## config.mk

```make
export PLATFORM = sky130hd
export DESIGN_NAME = iomem_arbiter
export DESIGN_NICKNAME = d
export VERILOG_FILES = /design/src/rtl/iomem_arbiter.sv
export SDC_FILE = /design/constraint.sdc
export NUM_CORES = 1
export LEC_CHECK = 0
export CORE_AREA = 3 3 145 147
export CTS_CLUSTER_DIAMETER = 50
export DETAILED_ROUTE_END_ITERATION = 16
export DIE_AREA = 0 0 148 150
export PLACE_DENSITY = 0.59
export SLEW_MARGIN = 5
export SYNTH_ARGS = -nofsm -noshare
export SYNTH_HDL_FRONTEND = slang
export SYNTH_SLANG_ARGS = --single-unit
```

## constraint.sdc

```tcl
create_clock -name clk -period 3.6 [get_ports clk]
set_input_delay 0.72 -clock clk [delete_from_list [all_inputs] [get_ports clk]]
set_output_delay 0.72 -clock clk [all_outputs]
set_load 0.005 [all_outputs]
```

## src/rtl/iomem_arbiter.sv

```systemverilog
// Two-master round-robin arbiter for the iomem valid/ready bus.
// It forwards one granted access at a time to the slave fabric. A watchdog
// completes stalled accesses with ERR_DATA and records the failure.
module iomem_arbiter #(
    parameter int unsigned TIMEOUT  = 64,
    parameter logic [31:0] ERR_DATA = 32'hDEAD_BEEF
) (
    input  logic        clk,
    input  logic        reset,
    input  logic        m0_valid,
    output logic        m0_ready,
    input  logic [3:0]  m0_wstrb,
    input  logic [31:0] m0_addr,
    input  logic [31:0] m0_wdata,
    output logic [31:0] m0_rdata,
    input  logic        m1_valid,
    output logic        m1_ready,
    input  logic [3:0]  m1_wstrb,
    input  logic [31:0] m1_addr,
    input  logic [31:0] m1_wdata,
    output logic [31:0] m1_rdata,
    output logic        s_valid,
    input  logic        s_ready,
    output logic [3:0]  s_wstrb,
    output logic [31:0] s_addr,
    output logic [31:0] s_wdata,
    input  logic [31:0] s_rdata,
    output logic        bus_err,
    output logic [31:0] err_addr,
    output logic [7:0]  err_count
);

    typedef enum logic [1:0] {IDLE, GNT0, GNT1} state_t;

    state_t      state, state_nxt;
    logic        last_grant, grant_nxt;
    logic [31:0] wdt;
    logic        granted;
    logic        timeout_hit;
    logic        done;

    assign granted     = (state == GNT0) || (state == GNT1);
    assign timeout_hit = (TIMEOUT != 0) && s_valid && (wdt == TIMEOUT - 1) && !s_ready;
    // Reset wins over a completion in the same cycle, so an aborted access never responds.
    assign done        = s_valid && (s_ready || timeout_hit) && !reset;

    // Request mux: forward the granted master onto the slave bus
    always_comb begin
        s_valid = 1'b0;
        s_wstrb = '0;
        s_addr  = '0;
        s_wdata = '0;
        case (state)
            GNT0: begin
                s_valid = m0_valid;
                s_wstrb = m0_wstrb;
                s_addr  = m0_addr;
                s_wdata = m0_wdata;
            end
            GNT1: begin
                s_valid = m1_valid;
                s_wstrb = m1_wstrb;
                s_addr  = m1_addr;
                s_wdata = m1_wdata;
            end
            default: ;
        endcase
    end

    // Next-state, round-robin arbitration and completion responses
    always_comb begin
        state_nxt = state;
        grant_nxt = last_grant;
        m0_ready  = 1'b0;
        m1_ready  = 1'b0;
        m0_rdata  = '0;
        m1_rdata  = '0;
        case (state)
            IDLE: begin
                if (m0_valid && (!m1_valid || last_grant)) begin
                    state_nxt = GNT0;
                    grant_nxt = 1'b0;
                end else if (m1_valid) begin
                    state_nxt = GNT1;
                    grant_nxt = 1'b1;
                end
            end
            GNT0: begin
                if (!m0_valid) begin
                    state_nxt = IDLE;
                end else if (done) begin
                    state_nxt = IDLE;
                    m0_ready  = 1'b1;
                    m0_rdata  = s_ready ? s_rdata : ERR_DATA;
                end
            end
            GNT1: begin
                if (!m1_valid) begin
                    state_nxt = IDLE;
                end else if (done) begin
                    state_nxt = IDLE;
                    m1_ready  = 1'b1;
                    m1_rdata  = s_ready ? s_rdata : ERR_DATA;
                end
            end
            default: state_nxt = IDLE;
        endcase
    end

    // State, grant history and watchdog registers
    always_ff @(posedge clk) begin
        if (reset) begin
            state      <= IDLE;
            last_grant <= 1'b1;
            wdt        <= '0;
        end else begin
            state      <= state_nxt;
            last_grant <= grant_nxt;
            if (!granted) begin
                wdt <= '0;
            end else if (s_valid && !s_ready) begin
                wdt <= wdt + 32'd1;
            end
        end
    end

    // Error reporting: registered pulse, last failing address, saturating count
    always_ff @(posedge clk) begin
        if (reset) begin
            bus_err   <= 1'b0;
            err_addr  <= '0;
            err_count <= '0;
        end else begin
            bus_err <= timeout_hit;
            if (timeout_hit) begin
                err_addr <= s_addr;
                if (err_count != 8'hFF) begin
                    err_count <= err_count + 8'd1;
                end
            end
        end
    end

endmodule

```

# Word-level counts from Yosys, hierarchy flattened
# Cells that the tools add are included.
# totals
reg_bits,76
input_bits,173
output_inout_bits,176
# classes
add_sub_neg,2
n_eq_ne,5
n_mux,23
bitwise_logic,1
reduce_logical,17
# ops
cell,n
32-bit two-way mux,6
32-bit one-hot mux with 2 select lines,2
"32-bit by 1-bit adder with 32-bit output, second input constant",1
"32-bit by 6-bit == test with 1-bit output, second input constant",1
2-bit two-way mux,5
"8-bit by 1-bit adder with 8-bit output, second input constant",1
"8-bit != test, second input constant",1
4-bit one-hot mux with 2 select lines,1
1-bit two-way mux,7
1-bit logical AND,6
2-bit one-hot mux with 3 select lines,1
2-bit AND reduction,2
1-bit logical NOT,3
1-bit logical OR,3
"3-bit != test, second input constant",1
"2-bit by 1-bit == test with 1-bit output, second input constant",1
"2-bit == test, second input constant",1
2-bit logical NOT,1
1-bit one-hot mux with 2 select lines,1
2-bit nonzero test,1
2-bit OR reduction,1
1-bit NOT,1

# Depth between registers and ports, before layout
# depth
depth_word,10
ltp_mapped,11
mapped_depth_nobuf,7

# Least setup slack after synthesis
# Ideal clock, no wire load.
# synth_path
path_type,in2out
start,input reset
end,output m1_rdata[18]
arrival_time_ns,1.929
t_required_ns,2.880
setup_slack_ns,0.951
path_stages,7
n_path_buf,4
path_cell_list,clkbuf_1 > nand2b_1 > clkbuf_8 > or3_1 > buf_2 > buf_2 > nor2_1
# synth_via
elab_chain_len,5
# synth_lines
element,line,text
from (decl),9,"input logic reset,"
1-bit logical NOT,45,assign done = s_valid && (s_ready || timeout_hit) && !reset;
1-bit logical AND,45,
32-bit two-way mux,100,end else if (done) begin
32-bit two-way mux,98,if (!m1_valid) begin
32-bit two-way mux,78,case (state)
to (decl),21,"output logic [31:0] m1_rdata,"
# Every way passes these cells.

# Worst setup path after layout
# layout_path
start,register wdt[0]
end,output m0_rdata[5]
# layout_via
elab_chain_len,9
# layout_lines
element,line,text
from (decl),37,logic [31:0] wdt;
from (signal assigned),122,wdt <= wdt + 32'd1;
32-bit by 6-bit == test with 1-bit output,43,assign timeout_hit = (TIMEOUT != 0) && s_valid && (wdt == TIMEOUT - 1) && !s_ready;
1-bit logical AND (2 in a row),43,
1-bit logical OR,45,
1-bit logical AND (2 in a row),45,
32-bit two-way mux,91,end else if (done) begin
32-bit two-way mux,89,if (!m0_valid) begin
32-bit two-way mux,78,
to (decl),15,"output logic [31:0] m0_rdata,"
# Every way passes these cells.

==> key figures <==
Run status
  – Status: complete, no violations

Finish
  – Multi-input gate area: 0.003120 sq mm
  – Area delta synth->final: 82.27%
  – Antenna diode count: 0
  – Layout Nets: 1171
  – Design area: 0.009006 sq mm
  – Share of post-route cells with drive strength above 1: 6.820%
  – FF/Latch Area: 0.001521 sq mm
  – Filler Cell Count: 2087

Setup path
  – Worst-path maximum fanout: 25
  – WP data arrival: 2.74 ns
  – CP Class: flop to primary output
  – Crit path required time: 2.88 ns
  – Setup crit start kind: flop
  – Crit. End Element: primary output

GRT
  – GRT Resource Usage Total: 19.07%
  – GR peak layer: met2
  – Wire length of the first global-routing pass: 32660 um
  – Largest net degree at the start of global routing: 45
  – Gr ovfl total: 0
  – Antenna violations before repair: 0
  – GR Util met3: 7.904%
  – Met2 Use GR: 32.24%
  – Number of global-route vias before repair: 5466
  – Met1 usage: 22.93%

Detailed routing
  – Drt first-iter violations: 292
  – Via count: 5849
  – DR pass1 iterations: 4
  – WL final: 22410 um
  – DRC Markers: 0
  – Via density: 4.616
  – WL/cell: 17.69 um
  – Routed Antenna Nets: 0

Placement
  – Cell Area, Placed: 0.008708 sq mm
  – Final HPWL DP: 18220 um
  – PortBufs: 348
  – Routability cong.: 0.8527

Yosys
  – Mapped Cells: 666
  – Post-Syn Area per Cell: 7.419 sq um
  – Mapped Area: 0.004941 sq mm
  – Most used DFF post-synth: dfxtp_1
  – Yosys warns: 0
  – EDFF count, synth: 0
  – Synth top area share: 30.79%
  – Synth async-reset ratio: 0%
  – Area leader, netlist: dfxtp_1
  – Syn Nets: 845
  – Post-synth cell types: 46
  – #FFs+latches synth: 76
  – Most common cell in the netlist: nor2b_1
  – Area contributors post-synth: dfxtp_1 (31%), nor2b_1 (12%), a22oi_1 (10%), nor2_1 (6.2%), nand2_1 (6.1%)
  – Sequential area share after synthesis: 30.79%
  – Most frequent cells after synthesis: nor2b_1 (92), nor2_1 (81), nand2_1 (80)

STA
  – Final slew viol count: 0
  – Fin. Hold Viols: 0
  – Post-Route Skew: 0.006465 ns
  – Tightest Pin Transition: 0.6025 ns
  – Period minus WS final: 3.462 ns
  – TNS Setup: 0 ns
  – Period utilization: 96.18%
  – Normalized max-slew margin: 59.83%
  – Fmax: 0.2888 GHz
  – Finish-stage setup viols: 0
  – Unrepaired setup endpoints after global routing: false

CTS
  – Setup Fix Bufs, Post-CTS: 0
  – Post-CTS Hold Buffers: 0
  – Sink Count: 76
  – H-tree Lvls: 3
  – Clk pin slew, worst setup/hold paths: 0.06 ns
  – Max clock buf depth: 2
  – Number of CTS-inserted buffers: 9
  – Clock root buffer: clkbuf_16
  – CTS tree: done
  – Clock latency on the worst-skew pair: 0.35 ns

Floorplan
  – Die width: 148 um
  – I/O Pins: 349
  – Die Y: 150 um
  – Core Box Area: 0.02004 sq mm
  – DIE AREA: 0.02220 sq mm
  – Row Count: 52
  – Initial Utilization: 24.66%

Job
  – Max cap viols: 0

Power
  – Peak supply drop: 0.0002258 V
  – Lkg Pwr: 2.899 nW
  – Power density over cell area: 264.3 mW/mm^2

Min path
  – Worst min-delay path class: flop to flop
-- per-layer routing --
layer,share of wire [%],vias to the layer above
li1,-,2939
met1,42,2680
met2,48,205
met3,8.5,25
met4,1.5,0
met5,0,-
-- what timing repair did --
item	in CTS	in global routing
endpoints found under the hold margin	0	0
resized for setup	0	5
setup endpoints to repair	0	45
-- power breakdown --
part / switching [mW] / internal (mW)
registers: 0.00448 / 0.845
clock network: 0.391 / 0.477
logic: 0.272 / 0.390
-- critical path, cell delays in order (launching register included) --
cell             delay (ns)
dfxtp_1                0.36
ha_1                   0.17
and3_2                 0.23
and4_2                 0.25
a21oi_1                0.11
or3_1                  0.35
buf_4                  0.23
nor2_1                 0.16
clkdlybuf4s50_1        0.53
-- worst paths after layout --
| path | startpoint | end | slack (ns) | cells after the start |
|---|---|---|---|---|
| worst min register to register | err_addr[30] | err_addr[30] | 0.45 | 2 |
| worst max register to register | state[0] | err_count[6] | 0.85 | 8 |
| worst min-delay path | err_addr[30] | err_addr[30] | 0.45 | 2 |
| worst max-delay path | wdt[0] | m0_rdata[5] | 0.14 | 8 |
-- layout by cell type (no fill, tap or decap), drive strengths merged, types with 4 or more instances in the layout --
| cell | n |
|---|---|
| clkbuf | 9 |
| nor4 | 12 |
| or3 | 8 |
| nand4 | 8 |
| nor2b | 92 |
| o31ai | 4 |
| and3 | 9 |
| and4 | 6 |
| and2 | 18 |
| buf | 23 |
| o21ai | 7 |
| inv | 16 |
| or4 | 4 |
| nand2 | 80 |
| a21oi | 49 |
| clkdlybuf4s50 | 347 |
| xnor2 | 24 |
| a22oi | 68 |
| nor3 | 15 |
| dfxtp | 76 |
| nand3 | 13 |
| nor2 | 81 |
| ha | 6 |
-- cell type report --
class / instances / area share (%)
timing repair buffer: 370 / 41.05
multi-input combinational: 523 / 34.65
sequential: 76 / 16.89
tap: 270 / 3.751
clock buffer: 9 / 2.501
clock inverter: 7 / 0.6530
inverter: 12 / 0.5001
-- sequential cells by signal, indices dropped and copies added (netlist names) --
name	flops
err_addr	32
wdt	32
err_count	8
state	2
bus_err	1
last_grant	1
-- stage by stage --
| step | power [mW] | hold slack [ns] | util (%) | std cells | worst slack [ns] |
|---|---|---|---|---|---|
| after detailed placement | 1.534 | 0.4459 | 43.46 | 1251 | 0.1900 |
| after global placement | 1.536 | 0.4416 | 43.46 | 1251 | 0.1950 |
| after CTS | 2.419 | 0.4544 | 44.87 | 1267 | 0.06045 |
| final | 2.380 | 0.4505 | 44.94 | 1267 | 0.1376 |
| after global routing | 2.497 | 0.4721 | 44.94 | 1267 | 0.02226 |
| after floorplan | 1.135 | 0.4527 | - | 666 | 0.9508 |
-- cells by family (layout without fill, tap and decap cells) --
family,count (synthesis),in the layout,share of synthesized area (%)
AND/OR/NAND/NOR,354,354,38.44
AO/OA/AOI/OAI,134,134,17.65
flip-flops,76,76,30.79
buffers and inverters,67,398,6.407
XOR/XNOR,27,27,4.786
adder cells (fa/ha/maj),6,6,1.519
multiplexers,2,2,0.4052
Note: power is estimated with default switching activity, not from simulation.
